File: config.mk
export PLATFORM = sky130hd
export DESIGN_NAME = i2c_master_ctrl
export DESIGN_NICKNAME = d
export VERILOG_FILES = /design/src/rtl/i2c_pkg.sv /design/src/rtl/i2c_clk_gen.sv /design/src/rtl/i2c_master_ctrl.sv
export SDC_FILE = /design/constraint.sdc
export NUM_CORES = 1
export LEC_CHECK = 0
export CORE_MARGIN = 8
export CORE_UTILIZATION = 58
export DETAILED_ROUTE_END_ITERATION = 16
export PLACE_DENSITY = 0.91
export SLEW_MARGIN = 20
export SYNTH_ARGS = -nofsm -noshare
export SYNTH_HDL_FRONTEND = slang
export SYNTH_SLANG_ARGS = --single-unit
File: constraint.sdc
create_clock -name clk -period 3.8 [get_ports clk]
set_input_delay 0.57 -clock clk [delete_from_list [all_inputs] [get_ports clk]]
set_output_delay 0.57 -clock clk [all_outputs]
set_load 0.05 [all_outputs]
File: src/rtl/i2c_pkg.sv
`default_nettype none
// ============================================================================
// Module : i2c_pkg
// Brief  : Shared widths, quarter-phase codes and FSM encoding for the I2C master
// Rev    : 1.0
// ============================================================================
package i2c_pkg;

  localparam int ADDR_W = 7;
  localparam int DATA_W = 8;

  localparam logic [1:0] Q_LOW    = 2'd0;
  localparam logic [1:0] Q_RISE   = 2'd1;
  localparam logic [1:0] Q_SAMPLE = 2'd2;
  localparam logic [1:0] Q_FALL   = 2'd3;

  typedef enum logic [2:0] {
    S_IDLE  = 3'd0,
    S_START = 3'd1,
    S_ADDR  = 3'd2,
    S_AACK  = 3'd3,
    S_WDATA = 3'd4,
    S_RDATA = 3'd5,
    S_DACK  = 3'd6,
    S_STOP  = 3'd7
  } state_t;

endpackage
`default_nettype wire

File: src/rtl/i2c_clk_gen.sv
`default_nettype none
// ============================================================================
// Module : i2c_clk_gen
// Brief  : Quarter-phase tick divider and 2-bit phase counter, held clear in IDLE
// Rev    : 1.0
// ============================================================================
module i2c_clk_gen #(
  parameter int CLK_DIV = 4
) (
  input  logic       clk,
  input  logic       RESET,
  input  logic       i_clr,
  output logic       o_tick,
  output logic [1:0] o_phase
);

  logic [1:0] r_phase;

  generate
    if (CLK_DIV > 1) begin : g_div
      localparam int CW = $clog2(CLK_DIV);
      localparam logic [CW-1:0] c_last = CW'(CLK_DIV - 1);
      logic [CW-1:0] r_cnt;

      always_ff @(posedge clk or negedge RESET) begin
        if (!RESET) begin
          r_cnt <= '0;
        end else if (i_clr || o_tick) begin
          r_cnt <= '0;
        end else begin
          r_cnt <= r_cnt + CW'(1);
        end
      end

      assign o_tick = !i_clr && (r_cnt == c_last);
    end else begin : g_nodiv
      assign o_tick = !i_clr;
    end
  endgenerate

  always_ff @(posedge clk or negedge RESET) begin
    if (!RESET) begin
      r_phase <= 2'd0;
    end else if (i_clr) begin
      r_phase <= 2'd0;
    end else if (o_tick) begin
      r_phase <= r_phase + 2'd1;
    end
  end

  assign o_phase = r_phase;

endmodule
`default_nettype wire

File: src/rtl/i2c_master_ctrl.sv
`default_nettype none
// ============================================================================
// Module : i2c_master_ctrl
// Brief  : Single-byte I2C master (START, addr+R/W, ACK, one data byte, STOP)
// Rev    : 1.0
// ============================================================================
module i2c_master_ctrl
  import i2c_pkg::*;
#(
  parameter int CLK_DIV   = 4,
  parameter bit LSB_FIRST = 1'b1
) (
  input  logic              clk,
  input  logic              RESET,
  input  logic              start,
  input  logic              rw,
  input  logic [ADDR_W-1:0] addr,
  input  logic [DATA_W-1:0] wdata,
  output logic              busy,
  output logic              done,
  output logic              ack_err,
  output logic [DATA_W-1:0] rdata,
  output logic              scl_o,
  output logic              sda_o,
  output logic              sda_oe,
  input  logic              sda_i
);

  state_t            r_state;
  logic              r_rw;
  logic              r_ack;
  logic              r_fin;
  logic [2:0]        r_bit;
  logic [DATA_W-1:0] r_wdata;
  logic [DATA_W-1:0] r_sh;

  logic              w_clr;
  logic              w_tick;
  logic [1:0]        w_phase;
  logic              w_txbit;
  logic [DATA_W-1:0] w_shift;
  logic [DATA_W-1:0] w_shin;

  assign w_clr   = (r_state == S_IDLE);
  assign w_txbit = LSB_FIRST ? r_sh[0] : r_sh[DATA_W-1];
  assign w_shift = LSB_FIRST ? {1'b0, r_sh[DATA_W-1:1]} : {r_sh[DATA_W-2:0], 1'b0};
  assign w_shin  = LSB_FIRST ? {sda_i, r_sh[DATA_W-1:1]} : {r_sh[DATA_W-2:0], sda_i};
  assign sda_o   = 1'b0;

  i2c_clk_gen #(
    .CLK_DIV (CLK_DIV)
  ) u_clk_gen (
    .clk     (clk),
    .RESET   (RESET),
    .i_clr   (w_clr),
    .o_tick  (w_tick),
    .o_phase (w_phase)
  );

  always_ff @(posedge clk or negedge RESET) begin
    if (!RESET) begin
      r_state <= S_IDLE;
      r_rw    <= 1'b0;
      r_ack   <= 1'b0;
      r_fin   <= 1'b0;
      r_bit   <= 3'd0;
      r_wdata <= '0;
      r_sh    <= '0;
      scl_o   <= 1'b1;
      sda_oe  <= 1'b0;
      busy    <= 1'b0;
      done    <= 1'b0;
      ack_err <= 1'b0;
      rdata   <= '0;
    end else begin
      done <= 1'b0;
      case (r_state)
        S_IDLE: begin
          scl_o  <= 1'b1;
          sda_oe <= 1'b0;
          if (start && !busy) begin
            r_rw    <= rw;
            r_wdata <= wdata;
            r_sh    <= {addr, rw};
            r_bit   <= 3'd0;
            busy    <= 1'b1;
            ack_err <= 1'b0;
            r_state <= S_START;
          end
        end
        S_START: begin
          if (w_tick) begin
            if (w_phase == Q_SAMPLE) begin
              sda_oe <= 1'b1;
            end else if (w_phase == Q_FALL) begin
              scl_o   <= 1'b0;
              r_state <= S_ADDR;
            end
          end
        end
        S_ADDR, S_WDATA, S_RDATA: begin
          if (w_tick) begin
            case (w_phase)
              Q_LOW:    sda_oe <= (r_state == S_RDATA) ? 1'b0 : ~w_txbit;
              Q_RISE:   scl_o  <= 1'b1;
              Q_SAMPLE: if (r_state == S_RDATA) r_sh <= w_shin;
              default: begin
                scl_o <= 1'b0;
                r_bit <= r_bit + 3'd1;
                if (r_state != S_RDATA) r_sh <= w_shift;
                if (r_bit == 3'd7) begin
                  r_state <= (r_state == S_ADDR) ? S_AACK : S_DACK;
                end
              end
            endcase
          end
        end
        S_AACK, S_DACK: begin
          if (w_tick) begin
            case (w_phase)
              Q_LOW:    sda_oe <= 1'b0;
              Q_RISE:   scl_o  <= 1'b1;
              Q_SAMPLE: r_ack  <= sda_i;
              default: begin
                scl_o <= 1'b0;
                if (r_state == S_AACK) begin
                  if (r_ack) begin
                    ack_err <= 1'b1;
                    r_state <= S_STOP;
                  end else if (r_rw) begin
                    r_state <= S_RDATA;
                  end else begin
                    r_sh    <= r_wdata;
                    r_state <= S_WDATA;
                  end
                end else begin
                  // On a read the master's own NACK sits in this slot, so r_ack is ignored
                  if (r_rw) begin
                    rdata <= r_sh;
                  end else if (r_ack) begin
                    ack_err <= 1'b1;
                  end
                  r_state <= S_STOP;
                end
              end
            endcase
          end
        end
        S_STOP: begin
          if (r_fin) begin
            r_fin   <= 1'b0;
            busy    <= 1'b0;
            done    <= 1'b1;
            r_state <= S_IDLE;
          end else if (w_tick) begin
            case (w_phase)
              Q_LOW:    sda_oe <= 1'b1;
              Q_RISE:   scl_o  <= 1'b1;
              Q_SAMPLE: sda_oe <= 1'b0;
              default:  r_fin  <= 1'b1;
            endcase
          end
        end
        default: r_state <= S_IDLE;
      endcase
    end
  end

endmodule
`default_nettype wire

Word-level counts from Yosys, hierarchy flattened

Index checks and enable logic that the tools add are counted.

Bits in registers: 42
Output and inout bits: 14
Logic and storage cells: 156

Add/sub/neg operators: 3
Eq/ne operators: 39
Muxes and demuxes: 68
Bitwise logic cells: 3
Reductions and logical operators: 28

Operators with widths:

| cell                                                   | count |
|---|---|
| two-way mux 8 bit                                      | 9 |
| two-way mux 3 bit                                      | 15 |
| inequality test 2 bit (second input constant)          | 17 |
| two-way mux 1 bit                                      | 30 |
| case mux 8 bit (3 select lines)                        | 1 |
| case mux 8 bit (2 select lines)                        | 1 |
| == test 3 bit (second input constant)                  | 5 |
| inequality test 3 bit (second input constant)          | 5 |
| case mux 3 bit (5 select lines)                        | 1 |
| AND reduction 11 bit                                   | 1 |
| inequality test 2 x 1 -> 1 bit (second input constant) | 5 |
| AND reduction 10 bit                                   | 1 |
| AND reduction 5 bit                                    | 2 |
| AND reduction 9 bit                                    | 1 |
| two-way mux 2 bit                                      | 4 |
| case mux 1 bit (2 select lines)                        | 4 |
| AND reduction 8 bit                                    | 1 |
| nonzero test 2 bit                                     | 4 |
| == test 2 bit (second input constant)                  | 3 |
| == test 3 x 2 -> 1 bit (second input constant)         | 2 |
| case mux 3 bit (2 select lines)                        | 1 |
| AND reduction 3 bit                                    | 2 |
| OR reduction 2 bit                                     | 3 |
| OR reduction 3 bit                                     | 2 |
| other kinds (16)                                       | 21 |

Depth between registers and ports, before layout

Gate-level depths: netlist (run 1).

Depth after elaboration: 6
Depth in mapped cells: 8
Gate-level depth less buffers: 7

Hierarchy

Synthesis (run 1) repeated with hierarchy kept, for this count alone.

Cells, all modules: 223
Area, all modules: 2491.1 µm²

By module, submodules not included:

| module          | instances | cells each | area an instance (µm²) | sequential area each (µm²) |
|---|---|---|---|---|
| i2c_master_ctrl | 1         | 210        | 2324.7                 | 952.2 |
| i2c_clk_gen     | 1         | 13         | 166.4                  | 100.1 |

Worst setup path before layout (run 1)

Ideal clock, no wire load.

Kind: register -> register
Start point: register u_clk_gen.r_phase[0] (netlist: u_clk_gen.o_phase[0])
End point: register r_sh[0]
Arrival: 1.898 ns
Data required time: 3.675 ns
Slack: 1.777 ns
Stages on the path, launching flop included: 9
Buffers on the path: 2
Clock period less this slack: 2.023 ns
Cell sequence: dfrtp_1 inv_1 ha_1 clkbuf_1 a21oi_1 o22ai_1 nor4bb_4 buf_6 mux2_4

Longest elaborated chain between the ends: 5
Elaborated cells between the ends (all ways): 13
Classes of those cells: eq/ne (6); mux (3); reduce/logical (4)

RTL lines:

| item                                                      | line                                           | source |
|---|---|---|
| start: declaration                                        | i2c_clk_gen.sv:17                              | `logic [1:0] r_phase;` |
| start signal: assignment                                  | i2c_clk_gen.sv:47                              | `r_phase <= r_phase + 2'd1;` |
| == test 2 x 1 -> 1 bit or zero test 2 bit (tied branches) | i2c_master_ctrl.sv:103, i2c_master_ctrl.sv:120 |  |
| OR reduction 2 bit (no line)                              | -                                              |  |
| case mux 8 bit (2 select lines)                           | i2c_master_ctrl.sv:103                         | `case (w_phase)` |
| two-way mux 8 bit                                         | i2c_master_ctrl.sv:102                         | `if (w_tick) begin` |
| case mux 8 bit (3 select lines)                           | i2c_master_ctrl.sv:77                          | `case (r_state)` |
| end signal: assignment                                    | i2c_master_ctrl.sv:84                          | `r_sh <= {addr, rw};` |
| end signal: assignment                                    | i2c_master_ctrl.sv:106                         | `Q_SAMPLE: if (r_state == S_RDATA) r_sh <= w_shin;` |
| end signal: assignment                                    | i2c_master_ctrl.sv:110                         | `if (r_state != S_RDATA) r_sh <= w_shift;` |
| end: declaration                                          | i2c_master_ctrl.sv:35                          | `logic [DATA_W-1:0] r_sh;` |

Several ways; a longest one is shown, not always the timed one. The select of a mux whose other input is x is not followed.
A chain may end at the register's enable or synchronous reset.

Worst setup path in the final report (run 1)

Start point: register u_clk_gen.g_div.r_cnt[0]
End point: register r_sh[6]

Longest elaborated chain between the ends: 4
Elaborated cells between the ends (all ways): 5
Classes of those cells: eq/ne (3); reduce/logical (2)

RTL lines:

| item                                     | line              | source |
|---|---|---|
| start: declaration                       | i2c_clk_gen.sv:23 | `logic [CW-1:0] r_cnt;` |
| start signal: assignment                 | i2c_clk_gen.sv:31 | `r_cnt <= r_cnt + CW'(1);` |
| == test 2 bit *                          | i2c_clk_gen.sv:35 | `assign o_tick = !i_clr && (r_cnt == c_last);` |
| logical AND 1 bit *                      | i2c_clk_gen.sv:35 |  |
| inequality test 2 x 1 -> 1 bit (no line) | -                 |  |
| AND reduction 11 bit (no line) *         | -                 |  |

Mark *: on every way between the ends. The rest lies on a longest branch, timed or not.

==> results.sh, run 1 <==
export IMPL_h_tree_depth=2
export IMPL_r2r_setup_slack_ns=1.11
export IMPL_clkLatencyLatePin_ns=0.30
export IMPL_seq_area_um2=1050
export IMPL_syn_nets=262
export IMPL_final_common_cell="dfrtp_1"
export IMPL_portBuffers=32
export IMPL_io_pins=34
export IMPL_cts_buffers=5
export IMPL_drtIter0Drc=106
export IMPL_wl_met3_um=313
export IMPL_hpwl_um=3870
export IMPL_die_w_um=79.6
export IMPL_hold_path_class="input port to asynchronous set/reset pin"
export IMPL_die_h_um=79.6
export IMPL_fin_ws_ns=1.11
export IMPL_slowest_stage="nor4bb_4"
export IMPL_ys_seq_area_frac=0.448
export IMPL_arrival_ns=2.87
export IMPL_required_ns=3.98
export IMPL_n_antenna_cell=0
export IMPL_holdBufCountCts=0
export IMPL_synthCells=235
export IMPL_maxSlewViolCount=0
export IMPL_multiInputGateArea_um2=1160
export IMPL_synth_area_um2=2350
export IMPL_totalWireLength_um=5150
export IMPL_crit_path_end_kind="register"
export IMPL_final_min_clock_period_ns=2.69
export IMPL_syn_avg_cell_area_um2=9.99
export IMPL_gp_congestion=0.877
export IMPL_cts_setup_buffers=0
export IMPL_cts_tree="yes"
export IMPL_async_reset_ff_frac=1.00
export IMPL_rsz0062_at_grt="no"
export IMPL_maxCapViolations=0
export IMPL_slew_headroom=0.391
export IMPL_ant_nets=0
export IMPL_synth_seq_cells=42
export IMPL_firstDrtPassIters=4
export IMPL_clkSinkCount=42
export IMPL_status="finished, final reports clean"
export IMPL_met1_length_um=2130
export IMPL_hold_viol=0
export IMPL_hold_ws_ns=0.402
export IMPL_r2r_end="r_sh[6]"
export IMPL_worstMarginPinSlew_ns=0.913
export IMPL_vias=1849
export IMPL_wl_met2_um=2610
export IMPL_crit_type="register to register"
export IMPL_p_per_area_nw_per_um2=282
export IMPL_worstPathCellList="ha_1 -> nand2_1 -> a32oi_1 -> o21a_2 -> nor4bb_4 -> mux2_4"
export IMPL_clkTransAtPathRegs_ns=0.08
export IMPL_wl_per_cell_um=16.5
export IMPL_antenna_found_initial=0
export IMPL_final_util=0.695
export IMPL_setup_viol=0
export IMPL_drive_gt1_frac=0.153
export IMPL_ys_types=48
export IMPL_dieArea_um2=6340
export IMPL_coreArea_um2=3940
export IMPL_critPathBufInv=0
export IMPL_grt_pass1_vias=1787
export IMPL_clockBufferDepth=2
export IMPL_cts_resized=0
export IMPL_synth_ff_type="dfrtp_1"
export IMPL_yosysWarningCount=0
export IMPL_cp_max_fo=16
export IMPL_nNetsFinal=288
export IMPL_topRoutingLayerUsed="met4"
export IMPL_slowest_delay_ns=0.62
export IMPL_grt_pass1_wl_um=8340
export IMPL_grt_max_degree=43
export IMPL_grt_ovfl_total=0
export IMPL_rows=23
export IMPL_grt_usage=0.166
export IMPL_place_ws_ns=1.09
export IMPL_clock_skew_ns=0.00758
export IMPL_start_util=0.595
export IMPL_critPathTopFamily="simple AND/OR/NAND/NOR gates"
export IMPL_fin_cells=312
export IMPL_nFillCells=277
export IMPL_r2r_cells=6
export IMPL_fin_crit_sh=0.709
export IMPL_synth_edf_count=0
export IMPL_p_leak_uw=0.00121
export IMPL_dpl_cell_count=304
export IMPL_route_detailed_drc=0
export IMPL_rr_startpoint="u_clk_gen.g_div.r_cnt[0]"
export IMPL_root_buffer="clkbuf_8"
export IMPL_viasPerCell=5.93
export IMPL_layout_common_cells="dfrtp_1, nand2_1, clkdlybuf4s50_1"
export IMPL_setup_tns_ns=0
export IMPL_start_kind="register"
export IMPL_fmax_mhz=371
export IMPL_irDropWorstVdd_mv=0.271
export IMPL_area_delta_synth_final_pct=16.7
[how the worst max path moves through the flow]
stage	start	endpoint	slack (ns)	cells after the start
after floorplan	u_clk_gen.o_phase[0]	r_sh[0]	1.78	8
after global placement	start	r_sh[3]	1.18	6
after detailed placement	start	r_sh[6]	1.09	6
after CTS	u_clk_gen.g_div.r_cnt[0]	r_sh[6]	1.12	6
after global routing	u_clk_gen.g_div.r_cnt[0]	r_sh[2]	0.91	6
final	u_clk_gen.g_div.r_cnt[0]	r_sh[6]	1.11	6
[cells by family after synthesis]
family	share of synthesized area
buffers and inverters	0.0581
DFF	0.448
muxes	0.113
and+or+nand+nor	0.176
AOI/OAI and AO/OA	0.154
other	0.00160
adders and majority gates	0.0373
xor gates and xnor gates	0.0112
[synth_stat cells (2+ instances only)]
cell type	number	area (µm²)
dfrtp_1	41	1030
nand2_1	33	124
inv_1	16	60.1
o21ai_0	13	65.1
mux2_2	12	135
nor2_1	12	45.0
nor3_1	9	45.0
mux2_4	8	120
a21oi_1	7	35.0
a22oi_1	7	52.6
ha_1	7	87.6
clkbuf_1	5	18.8
nand3_1	5	25.0
buf_2	4	20.0
a211oi_1	3	22.5
a31oi_1	3	18.8
nand2b_1	3	18.8
nand4_1	3	18.8
o22ai_1	3	18.8
a21bo_2	2	20.0
a21o_1	2	15.0
a2bb2oi_1	2	17.5
a32oi_1	2	17.5
and2_1	2	12.5
and3_1	2	12.5
buf_4	2	15.0
buf_6	2	22.5
nor3_2	2	20.0
o21ai_1	2	10.0
o32ai_1	2	17.5
xnor2_1	2	17.5
[worst register-to-register path, stage by stage (launching register included)]
cell and delay [ns]:
dfrtp_1 0.35, ha_1 0.54, nand2_1 0.18, a32oi_1 0.30, o21a_2 0.23, nor4bb_4 0.62
mux2_4 0.36
[through the flow]
stage / cell area (µm²) / power, µW
after global routing: 2740 / 802
after detailed placement: 2650 / 501
after CTS: 2740 / 779
final: 2740 / 772
after global placement: 2650 / 500
after floorplan: 2350 / 471
[flip-flops by register name (all words and copies together), names as in the netlist, 2 cells and up]
register	count
r_bit	3
r_state	3
r_sh	8
u_clk_gen.o_phase	2
rdata	8
r_wdata	8
u_clk_gen.g_div.r_cnt	2
[area by class of cell]
cell class	count	share of cell area
Timing Repair Buffer	32	0.115
Clock inverter	3	0.00777
Sequential cell	42	0.384
Multi-Input combinational cell	164	0.423
Clock buffer	5	0.0251
Inverter	16	0.0219
Tap cell	50	0.0228
[power breakdown]
group          switching, µW  internal [µW]  total (µW)
sequential              3.69            452         455
clock                    152            129         281
combinational           17.2           19.1        36.3
[layer usage]
layer  up-vias  global-route usage
met5         -                   0
met4         0              0.0667
met3        12              0.0349
met2        61               0.284
met1       893               0.197
li1        883                   -
Note: power is estimated with default switching activity, not from simulation.
==> inputs of run 2 (changes only) <==
CORE_UTILIZATION = 49   (was 58)
PLACE_DENSITY = 0.83   (was 0.91)
clock period = 2.3 ns   (was 3.8 ns; I/O delays follow)
==> results.sh, run 2 (synthesis gave the netlist of run 1 again) <==
export IMPL_clock_skew_ns=0.00309
export IMPL_grt_pass1_vias=1756
export IMPL_fin_crit_sh=0.937
export IMPL_slowest_delay_ns=0.42
export IMPL_slowest_stage="dfrtp_1"
export IMPL_crit_type="register to register"
export IMPL_coreArea_um2=4660
export IMPL_rr_startpoint="u_clk_gen.o_phase[0]"
export IMPL_fmax_mhz=464
export IMPL_die_h_um=85.2
export IMPL_cts_resized=0
export IMPL_area_delta_synth_final_pct=22.1
export IMPL_p_leak_uw=0.00128
export IMPL_clkLatencyLatePin_ns=0.30
export IMPL_dieArea_um2=7260
export IMPL_hold_ws_ns=0.169
export IMPL_p_per_area_nw_per_um2=495
export IMPL_hold_path_class="input port to asynchronous set/reset pin"
export IMPL_h_tree_depth=2
export IMPL_required_ns=2.49
export IMPL_viasPerCell=5.57
export IMPL_portBuffers=32
export IMPL_clkTransAtPathRegs_ns=0.08
export IMPL_cts_buffers=5
export IMPL_grt_pass1_wl_um=8620
export IMPL_hold_viol=0
export IMPL_r2r_setup_slack_ns=0.14
export IMPL_r2r_cells=7
export IMPL_layout_common_cells="dfrtp_1, nand2_1, clkdlybuf4s50_1"
export IMPL_antenna_found_initial=0
export IMPL_startpoint="u_clk_gen.o_phase[0]"
export IMPL_worstMarginPinSlew_ns=0.902
export IMPL_cts_setup_buffers=0
export IMPL_gp_congestion=0.942
export IMPL_drtIter0Drc=164
export IMPL_die_w_um=85.2
export IMPL_grt_max_degree=43
export IMPL_n_antenna_cell=0
export IMPL_ant_nets=0
export IMPL_rows=25
export IMPL_r2r_end="r_sh[5]"
export IMPL_irDropWorstVdd_mv=0.404
export IMPL_clkSinkCount=42
export IMPL_rsz0062_at_grt="no"
export IMPL_worstPathCellList="inv_1 -> ha_1 -> a211oi_1 -> nor3_1 -> nor4bb_4 -> buf_12 -> mux2_4"
export IMPL_status="finished, final reports clean"
export IMPL_setup_viol=0
export IMPL_route_detailed_drc=0
export IMPL_arrival_ns=2.34
export IMPL_grt_ovfl_total=0
export IMPL_nFillCells=368
export IMPL_wl_per_cell_um=16.0
export IMPL_maxCapViolations=0
export IMPL_root_buffer="clkbuf_8"
export IMPL_final_util=0.615
export IMPL_hpwl_um=3780
export IMPL_firstDrtPassIters=5
export IMPL_cp_max_fo=8
export IMPL_start_util=0.504
export IMPL_slew_headroom=0.399
export IMPL_holdBufCountCts=0
export IMPL_start_kind="register"
export IMPL_maxSlewViolCount=0
export IMPL_drive_gt1_frac=0.187
export IMPL_cts_tree="yes"
export IMPL_totalWireLength_um=5230
export IMPL_clockBufferDepth=2
export IMPL_io_pins=34
export IMPL_setup_tns_ns=0
export IMPL_crit_path_end_kind="register"
export IMPL_final_min_clock_period_ns=2.16
export IMPL_nNetsFinal=299
export IMPL_final_common_cell="dfrtp_1"
export IMPL_vias=1821
export IMPL_cp_endpoint="r_sh[5]"
export IMPL_grt_usage=0.146
export IMPL_top_regs="r_sh: 8 flops, r_wdata: 8 flops, rdata: 8 flops"
[run 2: cell types whose count changed in the layout (fill, tap and decap cells not counted)]
cell	before	now
inv_8	0	1
buf_4	0	10
clkinv_4	1	0
clkinv_2	1	0
buf_12	0	1
bufinv_16	0	1
[run 2: through the flow]
step	cell area [µm²]	power [µW]	cells	setup WS, ns
3_5_place_dp	2750	828	319	0.104
3_3_place_gp	2750	826	319	0.139
6_report	2870	1420	327	0.144
2_1_floorplan	2350	778	235	0.277
4_1_cts	2870	1430	327	0.132
5_1_grt	2870	1460	327	0.0204
[run 2: power breakdown]
group	total [µW]	internal [µW]	leakage (µW)	switching, µW
registers	752	746	0.000542	6.63
logic	60.5	31.7	0.000686	28.8
clock network	606	331	0.0000563	276
[run 2: final cells by class]
type                       instances  area, µm²  share of cell area
multi-input combinational        164       1160               0.404
sequential                        42       1050               0.367
timing repair buffer              43        410               0.143
clock buffer                       5       68.8              0.0240
tap                               54       67.6              0.0236
inverter                          16       60.1              0.0210
clock inverter                     3       48.8              0.0170
[run 2: worst min-delay path by stage]
stage | endpoint | slack, ns | depth (start not counted)
after floorplan | ack_err | 0.05 | 0
after global routing | u_clk_gen.o_phase[1] | 0.24 | 1
final | r_fin | 0.17 | 1
after detailed placement | u_clk_gen.g_div.r_cnt[0] | 0.43 | 1
after CTS | u_clk_gen.o_phase[1] | 0.19 | 1
after global placement | u_clk_gen.g_div.r_cnt[0] | 0.43 | 1
[run 2: metal layers]
metal	part of all wire	vias to the layer above	global-route usage
met5	0	-	0
met4	0.023	0	0.0696
met3	0.053	11	0.0299
met2	0.47	68	0.228
met1	0.46	841	0.189
li1	-	901	-
[run 2: critical path: cells and delay by family (launching register included)]
kind | cells | cell delay, ns
AND/OR/NAND/NOR | 2 | 0.49
buffers and inverters | 2 | 0.27
AO/OA/AOI/OAI | 1 | 0.30
flip-flops | 1 | 0.42
multiplexers | 1 | 0.30
adder cells (fa/ha/maj) | 1 | 0.28
==> inputs of run 3 (changes only) <==
MAX_ROUTING_LAYER = met4   (was not set)
==> results.sh, run 3 (synthesis gave the netlist of run 1 again) <==
export IMPL_worstMarginPinSlew_ns=0.902
export IMPL_r2r_cells=7
export IMPL_n_antenna_cell=0
export IMPL_grt_pass1_vias=1707
export IMPL_critPathTopFamily="simple AND/OR/NAND/NOR gates"
export IMPL_clock_skew_ns=0.00516
export IMPL_wl_met3_um=346
export IMPL_setup_viol=0
export IMPL_met1_length_um=2260
export IMPL_grt_pass1_wl_um=8320
export IMPL_cts_setup_buffers=0
export IMPL_cts_resized=0
export IMPL_vias=1811
export IMPL_start_kind="register"
export IMPL_rr_startpoint="u_clk_gen.o_phase[0]"
export IMPL_dieArea_um2=7260
export IMPL_rows=25
export IMPL_maxSlewViolCount=0
export IMPL_crit_type="register to register"
export IMPL_cts_buffers=5
export IMPL_layout_common_cells="dfrtp_1, nand2_1, clkdlybuf4s50_1"
export IMPL_portBuffers=32
export IMPL_grt_ovfl_total=0
export IMPL_place_area_um2=2770
export IMPL_hpwl_um=3850
export IMPL_grt_usage=0.147
export IMPL_slowest_stage="dfrtp_1"
export IMPL_worstPathCellList="inv_1 -> ha_1 -> a211oi_1 -> nor3_1 -> nor4bb_4 -> buf_12 -> mux2_4"
export IMPL_design_area_um2=2860
export IMPL_holdBufCountCts=0
export IMPL_cts_tree="yes"
export IMPL_hold_viol=0
export IMPL_clockBufferDepth=2
export IMPL_drtIter0Drc=142
export IMPL_arrival_ns=2.31
export IMPL_status="finished, final reports clean"
export IMPL_die_h_um=85.2
export IMPL_totalWireLength_um=5080
export IMPL_hold_path_class="input port to asynchronous set/reset pin"
export IMPL_maxCapViolations=0
export IMPL_nNetsFinal=300
export IMPL_r2r_end="r_sh[2]"
export IMPL_final_common_cell="dfrtp_1"
export IMPL_antenna_found_initial=0
export IMPL_nFillCells=362
export IMPL_firstDrtPassIters=4
export IMPL_irDropWorstVdd_mv=0.414
export IMPL_clkTransAtPathRegs_ns=0.08
export IMPL_top_regs="r_sh: 8 flops, r_wdata: 8 flops, rdata: 8 flops"
export IMPL_r2r_setup_slack_ns=0.18
export IMPL_cp_max_fo=8
export IMPL_die_w_um=85.2
export IMPL_wl_per_cell_um=15.5
export IMPL_required_ns=2.49
export IMPL_drive_gt1_frac=0.190
export IMPL_io_pins=34
export IMPL_wl_met2_um=2420
export IMPL_clkLatencyLatePin_ns=0.30
export IMPL_fin_crit_sh=0.923
export IMPL_setup_tns_ns=0
export IMPL_grt_max_degree=43
export IMPL_h_tree_depth=2
export IMPL_root_buffer="clkbuf_8"
export IMPL_slowest_delay_ns=0.41
export IMPL_viasPerCell=5.52
export IMPL_place_ws_ns=0.108
export IMPL_fin_ws_ns=0.177
export IMPL_coreArea_um2=4660
export IMPL_topRoutingLayerUsed="met4"
export IMPL_rsz0062_at_grt="no"
export IMPL_start_util=0.504
export IMPL_crit_path_end_kind="register"
export IMPL_fmax_mhz=471
export IMPL_route_detailed_drc=0
export IMPL_p_leak_uw=0.00128
export IMPL_critPathBufInv=2
export IMPL_p_per_area_nw_per_um2=455
export IMPL_area_delta_synth_final_pct=21.9
export IMPL_clkSinkCount=42
export IMPL_final_min_clock_period_ns=2.12
export IMPL_slew_headroom=0.399
export IMPL_ant_nets=0
export IMPL_gp_congestion=0.965
## run 3: changes by cell type in the layout (fill, tap and decap cells not counted)
cell	change
buf_12	+1
bufinv_16	-1
clkinvlp_4	+1
inv_6	+1
inv_8	-1
## run 3: per-layer routing
metal | track usage | up-vias
li1 | - | 906
met1 | 0.186 | 839
met2 | 0.223 | 61
met3 | 0.0338 | 5
met4 | 0.0583 | 0
met5 | - | -
## run 3: final cells by class
class	instances	area [µm²]	area share
Clock buffer	5	68.8	0.0240
Timing Repair Buffer	44	430	0.150
Sequential cell	42	1050	0.368
Inverter	16	60.1	0.0210
Clock inverter	3	23.8	0.00831
Tap cell	54	67.6	0.0236
Multi-Input combinational cell	164	1160	0.405
## run 3: through the flow
| stage | power (µW) | std cells | hold slack [ns] | utilization |
|---|---|---|---|---|
| after floorplan | 778 | 235 | 0.0494 | - |
| after global placement | 826 | 320 | 0.428 | 0.594 |
| after detailed placement | 827 | 320 | 0.431 | 0.594 |
| after CTS | 1320 | 328 | 0.196 | 0.614 |
| after global routing | 1350 | 328 | 0.236 | 0.614 |
| final | 1300 | 328 | 0.166 | 0.614 |
## run 3: report_power, final
part / switching (µW) / total (µW) / internal [µW]
sequential: 6.12 / 752 / 746
combinational: 27.6 / 59.2 / 31.6
clock: 274 / 491 / 217
## run 3: worst max-delay path by stage
stage	startpoint	to	slack, ns	depth (start not counted)
6_report	u_clk_gen.o_phase[0]	r_sh[2]	0.18	7
5_1_grt	u_clk_gen.o_phase[0]	r_sh[2]	0.05	7
4_1_cts	u_clk_gen.o_phase[0]	r_sh[2]	0.18	7
3_5_place_dp	start	r_sh[5]	0.11	7
3_3_place_gp	start	r_sh[4]	0.12	7
2_1_floorplan	u_clk_gen.o_phase[0]	r_sh[0]	0.28	8
